### config.mk
export PLATFORM = sky130hd
export DESIGN_NAME = apb_master
export DESIGN_NICKNAME = d
export VERILOG_FILES = /design/src/rtl/apb_pkg.sv /design/src/rtl/apb_wait_timer.sv /design/src/rtl/apb_master.sv
export SDC_FILE = /design/constraint.sdc
export NUM_CORES = 1
export LEC_CHECK = 0
export ABC_AREA = 0
export BUFFER_PORTS_ARGS = -buffer_cell sky130_fd_sc_hd__clkbuf_2
export CORE_MARGIN = 10
export CORE_UTILIZATION = 46
export CTS_CLUSTER_DIAMETER = 40
export DETAILED_ROUTE_END_ITERATION = 16
export MAX_ROUTING_LAYER = met4
export PLACE_DENSITY = 0.8
export SETUP_SLACK_MARGIN = 0.05
export SYNTH_ARGS = -nofsm -noshare
export SYNTH_HDL_FRONTEND = slang
export SYNTH_HIERARCHICAL = 1
export SYNTH_SLANG_ARGS = --single-unit
### constraint.sdc
create_clock -name PCLK -period 2.9 [get_ports PCLK]
set_clock_uncertainty 0.05 [all_clocks]
set_input_delay 0.58 -clock PCLK [delete_from_list [all_inputs] [get_ports PCLK]]
set_output_delay 0.58 -clock PCLK [all_outputs]
set_load 0.05 [all_outputs]
### src/rtl/apb_pkg.sv
// Shared APB definitions: FSM state encoding, I2C register address map and
// a saturating increment helper. Also imported by the I2C APB slave.
package apb_pkg;

    typedef enum logic [1:0] {
        ST_IDLE   = 2'd0,
        ST_SETUP  = 2'd1,
        ST_ACCESS = 2'd2
    } apb_state_e;

    localparam logic [31:0] ADDR_CFG  = 32'h0000_0000;
    localparam logic [31:0] ADDR_DIN  = 32'h0000_0004;
    localparam logic [31:0] ADDR_DOUT = 32'h0000_0008;

    function automatic logic [15:0] sat_inc16(input logic [15:0] value);
        return (value == 16'hFFFF) ? value : value + 16'd1;
    endfunction

endpackage

### src/rtl/apb_wait_timer.sv
// Saturating 16-bit wait-state counter. o_tc flags that the count has
// reached TIMEOUT-1, i.e. the current wait cycle is the last one allowed.
module apb_wait_timer
    import apb_pkg::*;
#(
    parameter int unsigned TIMEOUT = 16
) (
    input  logic i_clk,
    input  logic i_rst,
    input  logic i_clr,
    input  logic i_en,
    output logic o_tc
);

    localparam logic [15:0] TC_VALUE = 16'(TIMEOUT - 1);

    logic [15:0] r_count;

    // Counter: clear has priority over enable, never wraps
    always_ff @(posedge i_clk) begin
        if (i_rst) begin
            r_count <= 16'h0000;
        end else if (i_clr) begin
            r_count <= 16'h0000;
        end else if (i_en) begin
            r_count <= sat_inc16(r_count);
        end else begin
            r_count <= r_count;
        end
    end

    assign o_tc = (r_count == TC_VALUE);

endmodule

### src/rtl/apb_master.sv
// APB initiator: turns single host read/write commands into SETUP/ACCESS
// transfers with a bounded ACCESS phase, and returns data and error status.
module apb_master
    import apb_pkg::*;
#(
    parameter int unsigned TIMEOUT = 16,
    parameter int unsigned ADDR_W  = 32,
    parameter int unsigned DATA_W  = 32
) (
    input  logic              PCLK,
    input  logic              PRESET,
    input  logic              cmd_valid,
    output logic              cmd_ready,
    input  logic              cmd_write,
    input  logic [ADDR_W-1:0] cmd_addr,
    input  logic [DATA_W-1:0] cmd_wdata,
    output logic              rsp_valid,
    output logic [DATA_W-1:0] rsp_rdata,
    output logic              rsp_err,
    output logic              rsp_timeout,
    output logic              busy,
    output logic              PSEL,
    output logic              PENABLE,
    output logic              PWrite,
    output logic [ADDR_W-1:0] PADDR,
    output logic [DATA_W-1:0] PWDATA,
    input  logic [DATA_W-1:0] PRDATA,
    input  logic              PREADY,
    input  logic              PSLVERR
);

    apb_state_e        r_state;
    logic              r_cmd_ready;
    logic              r_busy;
    logic              r_psel;
    logic              r_penable;
    logic              r_pwrite;
    logic [ADDR_W-1:0] r_paddr;
    logic [DATA_W-1:0] r_pwdata;
    logic              r_rsp_valid;
    logic [DATA_W-1:0] r_rsp_rdata;
    logic              r_rsp_err;
    logic              r_rsp_timeout;

    logic w_accept;
    logic w_wait;
    logic w_tc;

    assign w_accept = (r_state == ST_IDLE) && cmd_valid;
    assign w_wait   = (r_state == ST_ACCESS) && !PREADY;

    apb_wait_timer #(
        .TIMEOUT (TIMEOUT)
    ) u_wait_timer (
        .i_clk (PCLK),
        .i_rst (PRESET),
        .i_clr (w_accept),
        .i_en  (w_wait),
        .o_tc  (w_tc)
    );

    // Transfer FSM with all APB and response outputs registered
    always_ff @(posedge PCLK) begin
        if (PRESET) begin
            r_state       <= ST_IDLE;
            r_cmd_ready   <= 1'b1;
            r_busy        <= 1'b0;
            r_psel        <= 1'b0;
            r_penable     <= 1'b0;
            r_pwrite      <= 1'b0;
            r_paddr       <= {ADDR_W{1'b0}};
            r_pwdata      <= {DATA_W{1'b0}};
            r_rsp_valid   <= 1'b0;
            r_rsp_rdata   <= {DATA_W{1'b0}};
            r_rsp_err     <= 1'b0;
            r_rsp_timeout <= 1'b0;
        end else begin
            r_rsp_valid <= 1'b0;
            case (r_state)
                ST_IDLE: begin
                    if (cmd_valid) begin
                        r_state     <= ST_SETUP;
                        r_cmd_ready <= 1'b0;
                        r_busy      <= 1'b1;
                        r_psel      <= 1'b1;
                        r_pwrite    <= cmd_write;
                        r_paddr     <= cmd_addr;
                        r_pwdata    <= cmd_wdata;
                    end else begin
                        r_state <= ST_IDLE;
                    end
                end
                ST_SETUP: begin
                    r_state   <= ST_ACCESS;
                    r_penable <= 1'b1;
                end
                ST_ACCESS: begin
                    // PREADY beats the timeout when both land in one cycle
                    if (PREADY) begin
                        r_state       <= ST_IDLE;
                        r_cmd_ready   <= 1'b1;
                        r_busy        <= 1'b0;
                        r_psel        <= 1'b0;
                        r_penable     <= 1'b0;
                        r_rsp_valid   <= 1'b1;
                        r_rsp_rdata   <= r_pwrite ? {DATA_W{1'b0}} : PRDATA;
                        r_rsp_err     <= PSLVERR;
                        r_rsp_timeout <= 1'b0;
                    end else if (w_tc) begin
                        r_state       <= ST_IDLE;
                        r_cmd_ready   <= 1'b1;
                        r_busy        <= 1'b0;
                        r_psel        <= 1'b0;
                        r_penable     <= 1'b0;
                        r_rsp_valid   <= 1'b1;
                        r_rsp_rdata   <= {DATA_W{1'b0}};
                        r_rsp_err     <= 1'b1;
                        r_rsp_timeout <= 1'b1;
                    end else begin
                        r_state <= ST_ACCESS;
                    end
                end
                default: begin
                    r_state     <= ST_IDLE;
                    r_cmd_ready <= 1'b1;
                    r_busy      <= 1'b0;
                    r_psel      <= 1'b0;
                    r_penable   <= 1'b0;
                end
            endcase
        end
    end

    assign cmd_ready   = r_cmd_ready;
    assign busy        = r_busy;
    assign PSEL        = r_psel;
    assign PENABLE     = r_penable;
    assign PWrite      = r_pwrite;
    assign PADDR       = r_paddr;
    assign PWDATA      = r_pwdata;
    assign rsp_valid   = r_rsp_valid;
    assign rsp_rdata   = r_rsp_rdata;
    assign rsp_err     = r_rsp_err;
    assign rsp_timeout = r_rsp_timeout;

endmodule

# ---- Yosys cells after proc, flatten, opt, wreduce, memory -nomap -nowiden
# Index checks and enable logic that the tools add are counted.
# Widths: inputs -> output; s select.
dict set report classes {
  n_addsub 1
  eq_ne 6
  n_mux 20
  bitwise_logic 4
  n_reduce_logical 12
}
# op n
set ops {}
lappend ops {{$mux 32} 3}
lappend ops {{$add 16x1->16 const B} 1}
lappend ops {{$eq 16x16->1 const B} 1}
lappend ops {{$eq 16x4->1 const B} 1}
lappend ops {{$mux 1} 11}
lappend ops {{$pmux 1 s3} 3}
lappend ops {{$reduce_and 2->1} 4}
lappend ops {{$pmux 2 s3} 1}
lappend ops {{$mux 2} 2}
lappend ops {{$not 1->1} 4}
lappend ops {{$reduce_or 2->1} 2}
lappend ops {{$ne 3x2->1 const B} 1}
lappend ops {{$reduce_and 3->1} 1}
lappend ops {{$eq 2x1->1 const B} 1}
lappend ops {{$eq 2x2->1 const B} 1}
lappend ops {{$logic_and 1x1->1} 2}
lappend ops {{$logic_not 2->1} 1}
lappend ops {{$ne 2x2->1 const B} 1}
lappend ops {{$reduce_bool 2->1} 1}
lappend ops {{$logic_not 1->1} 1}
dict set report word_totals {
  register_bits 121
  wordCells 55
}

# ---- Longest topological paths before layout
dict set report logic_depth {
  depth_word 4
  depth_mapped 8
  ltp_nobuf 6
}

# ---- Cells and area by module
# Netlist, hierarchy kept.
# module instances cells_per_inst area_each_um2 seq_area_each_um2
set by_module_without_submodules {}
lappend by_module_without_submodules {apb_master 1 389 3534.6 2102.0}
lappend by_module_without_submodules {apb_wait_timer 1 107 890.9 320.3}

# ---- Worst setup path before layout
# OpenSTA, ideal clock, no wires.
dict set report synth_path {
  path_kind {register -> register}
  start {register r_state[1]}
  end {register u_wait_timer.r_count[15]}
  setup_time_ps 70
  arrival_ps 2079
  path_slack_ps 701
  path_stages_with_launch 7
  n_path_buf 0
  period_less_slack_ps 2199
  cell_sequence {dfxtp_1 nor2b_1 nor2b_1 and3_4 nand4_4 or4_1 a21oi_1}
}
dict set report synth_via {
  elab_chain_len 3
  word_cells_on_any_way 6
  classes_between {1 x eq/ne; 5 x reduce/logical}
}
# element line_no
set synth_lines {}
lappend synth_lines {{start: declaration} apb_master.sv:32} ;# apb_state_e r_state;
lappend synth_lines {{start signal: assignment} apb_master.sv:65} ;# r_state <= ST_IDLE;
lappend synth_lines {{start signal: assignment} apb_master.sv:82} ;# r_state <= ST_SETUP;
lappend synth_lines {{start signal: assignment} apb_master.sv:90} ;# r_state <= ST_IDLE;
lappend synth_lines {{$eq 2x2->1} apb_master.sv:50} ;# assign w_wait = (r_state == ST_ACCESS) && !PREADY;
lappend synth_lines {{$logic_and 1x1->1} apb_master.sv:50}
lappend synth_lines {{net w_wait} apb_master.sv:46} ;# logic w_wait;
lappend synth_lines {{$reduce_and 2->1 (no line)} -}
lappend synth_lines {{end signal: assignment} apb_wait_timer.sv:26} ;# r_count <= sat_inc16(r_count);
lappend synth_lines {{end signal: assignment} apb_wait_timer.sv:28} ;# r_count <= r_count;
lappend synth_lines {{end: declaration} apb_wait_timer.sv:17} ;# logic [15:0] r_count;
# The timed path passes the listed nets, and every way through them passes these cells.
# A chain may end at the register's enable or synchronous reset.

# ---- Worst setup path in the final report
# Ends and elaborated chain as after synthesis.

==> out/metrics.yaml <==
placed_design:
  gp_congestion: 0.898
  placed_area_sq_um: 5480
  place_hpwl_um: 9670
  io_buffers: 205
cells_and_area:
  n_antenna_cell: 0
  fillCellCount: 802
  areaGrowthSynthToFinish_pct: 37.7
  fin_nets: 796
  post-route-cell-area_sq_um: 6090
  drive_above_1_share_pct: 36.7
die:
  die_w_um: 118
  initial_utilization_pct: 47.7
  dieHeight_um: 118
  rows: 35
  ios: 206
  dieArea_sq_um: 13900
  fp.coreArea_sq_um: 9280
critical_path:
  crit_family: "simple AND/OR/NAND/NOR gates"
  endpoint_kind: "flop"
  startpoint: "r_state[1]"
  path_class: "flop to flop"
  start_kind: "flop"
  crit_top_cell: "nor2b_1"
  r2r_end: "u_wait_timer/r_count[15]"
  crit_chain: "nor2b_1 -> buf_4 -> nor2b_1 -> and3_4 -> nand4_4 -> or4_1 -> a21oi_1"
  r2r_setup_slack_ns: 0.53
  worst-path-buf-inv: 1
  slowest_delay_ns: 0.53
  crit_arrival_ns: 2.74
  cp_max_fo: 9
  r2r_cells: 7
  critical_path_required_ns: 3.27
  rr_startpoint: "r_state[1]"
  crit_cells: 7
  cp_slowest_cell: "or4_1"
  cp-endpoint: "u_wait_timer/r_count[15]"
routing:
  wirelength_um: 13100
  wl_per_cell_um: 15.6
  vias: 4235
  ant_nets: 0
  drc: 0
  first_pass_iters: 5
  viasPerCell: 5.07
  drt-initial-drc-count: 296
sta:
  hold_viol_final: 0
  max_freq_mhz: 423
  period_share_pct: 81.6
  setup_viol: 0
  slew_viol_final: 0
  worstMarginPinSlew_ns: 0.788
  maxSlewHeadroom_pct: 47.4
  rsz0062_at_grt: "no"
  fin_crit_ns: 2.37
  setup_tns_ns: 0
synth:
  synth_largest_area_cell: "dfxtp_1"
  ys_types: 42
  async_flop_share_pct: 0
  synth_nets: 599
  ys_seq_elements: 121
  synth_warnings: 6
  synthTopCellsByArea: "dfxtp_1 55%, nand2_1 12%, a21oi_1 9.3%"
  syn_area_per_cell_sq_um: 8.92
  synth_common_cells: "138 x nand2_1, 121 x dfxtp_1, 82 x a21oi_1"
  yosysMostFrequentCell: "nand2_1"
  synth_edf_count: 0
  synth-seq-area-share_pct: 54.7
  netlist_area_sq_um: 4430
  synthCells: 496
  yosysTopAreaCellShare_pct: 54.7
  synthFlopType: "dfxtp_1"
global_route:
  grt-ovfl-total: 0
  antenna_found_initial: 0
  grt_first_pass_wirelength_um: 21100
  grt_use_total_pct: 18.7
  grt_max_degree: 69
  first_global_vias: 4246
clocking:
  clock_latency_ns: 0.49
  cts_root_buffer: "clkbuf_8"
  clock_sinks: 121
  ctsLongestPathBuffers: 2
  cts_made_buffers: 17
  cts_resized: 0
  hold_buffers: 0
  cts_setup_buffers: 0
  cts_tree: "built"
  clkTransAtPathRegs_ns: 0.06
  cts_htree_levels: 4
flow_run:
  drv_cap: 0
worst_hold_path:
  hp-start: "cmd_wdata[8]"
  min_path_type: "input pin to flop"
power:
  p_leak_uw: 0.00276
  power.density_nw_per_um2: 738
  peakVddDrop_v: 0.000474
run_status:
  outcome: "finished, final reports clean"
how the worst min path moves through the flow:
stage | to | slack [ns] | depth (start not counted)
2_1_floorplan | u_wait_timer/r_count[1] | 0.42 | 2
3_3_place_gp | PWDATA[30] | 0.39 | 2
3_5_place_dp | PWDATA[18] | 0.40 | 2
4_1_cts | PWDATA[15] | 0.22 | 3
5_1_grt | rsp_rdata[27] | 0.23 | 2
6_report | PWDATA[8] | 0.25 | 3
metrics by stage:
| step | std cells | setup slack [ns] | total power (uW) | hold slack [ns] | util (%) |
|---|---|---|---|---|---|
| global placement | 803 | 0.457 | 2390 | 0.391 | 59.0 |
| detailed placement | 803 | 0.333 | 2400 | 0.395 | 59.0 |
| finish | 835 | 0.534 | 4490 | 0.247 | 65.6 |
| floorplan | 496 | 0.701 | 2230 | 0.421 | - |
| CTS | 835 | 0.336 | 4550 | 0.222 | 65.5 |
| global route | 835 | 0.365 | 4670 | 0.227 | 65.6 |
final cells by class:
| cell class | count | area [sq um] | area share (%) |
|---|---|---|---|
| inverters | 4 | 16.3 | 0.267 |
| flip-flops and latches | 121 | 2420 | 39.8 |
| clock inverters | 13 | 168 | 2.75 |
| multi-input cells | 338 | 1800 | 29.5 |
| well taps | 129 | 161 | 2.65 |
| repair buffers | 211 | 1080 | 17.8 |
| clock buffers | 19 | 442 | 7.25 |
cells by family (layout without fill, tap and decap cells):
kind of cell	Yosys count	after routing	share of synthesized area [%]
AND/OR/NAND/NOR	205	205	21.7
AO/OA/AOI/OAI	131	131	18.2
flip-flops	121	121	54.7
buffers and inverters	37	247	4.92
adder cells (fa/ha/maj)	1	1	0.283
multiplexers	1	1	0.226
worst min-delay path: cells and delay by family:
family	cells	cell delay, ns
and+or+nand+nor	1	0.04
buffers and inverters	1	0.08
AOI/OAI and AO/OA	1	0.05
power breakdown:
part	leakage (uW)	switching, uW	internal, uW
clock network	0.000295	766	1360
registers	0.000987	38.5	1740
logic	0.00147	434	155
routing by layer:
metal  global-route usage [%]  wire, um
met5                        -         0
met4                     5.02       114
met3                     5.08       781
met2                     30.8      6500
met1                     22.0      5670
cells in the final DEF (no fill, tap or decap), drive strengths merged, types with 3 or more instances in the layout:
master / netlist / routed
nand2: 138 / 138
nor2b: 3 / 3
nand3: 8 / 8
a22o: 32 / 32
nor2: 10 / 10
a21oi: 83 / 83
o31ai: 6 / 6
clkinv: 1 / 6
o21ai: 6 / 6
inv: 3 / 6
or4: 6 / 6
dfxtp: 121 / 121
bufinv: 0 / 3
buf: 15 / 6
clkbuf: 17 / 224
nor3: 10 / 10
nor4: 6 / 6
nand4: 5 / 5
and4: 3 / 3
or3: 6 / 6
flip-flops by register name (all words and copies together), names as in the netlist:
| signal | flops |
|---|---|
| u_wait_timer/r_count | 16 |
| rsp_rdata | 32 |
| PSEL | 1 |
| rsp_valid | 1 |
| PWrite | 1 |
| r_state | 2 |
| PWDATA | 32 |
| PADDR | 32 |
| rsp_timeout | 1 |
| rsp_err | 1 |
| PENABLE | 1 |
| cmd_ready | 1 |
Note: power is estimated with default switching activity, not from simulation.
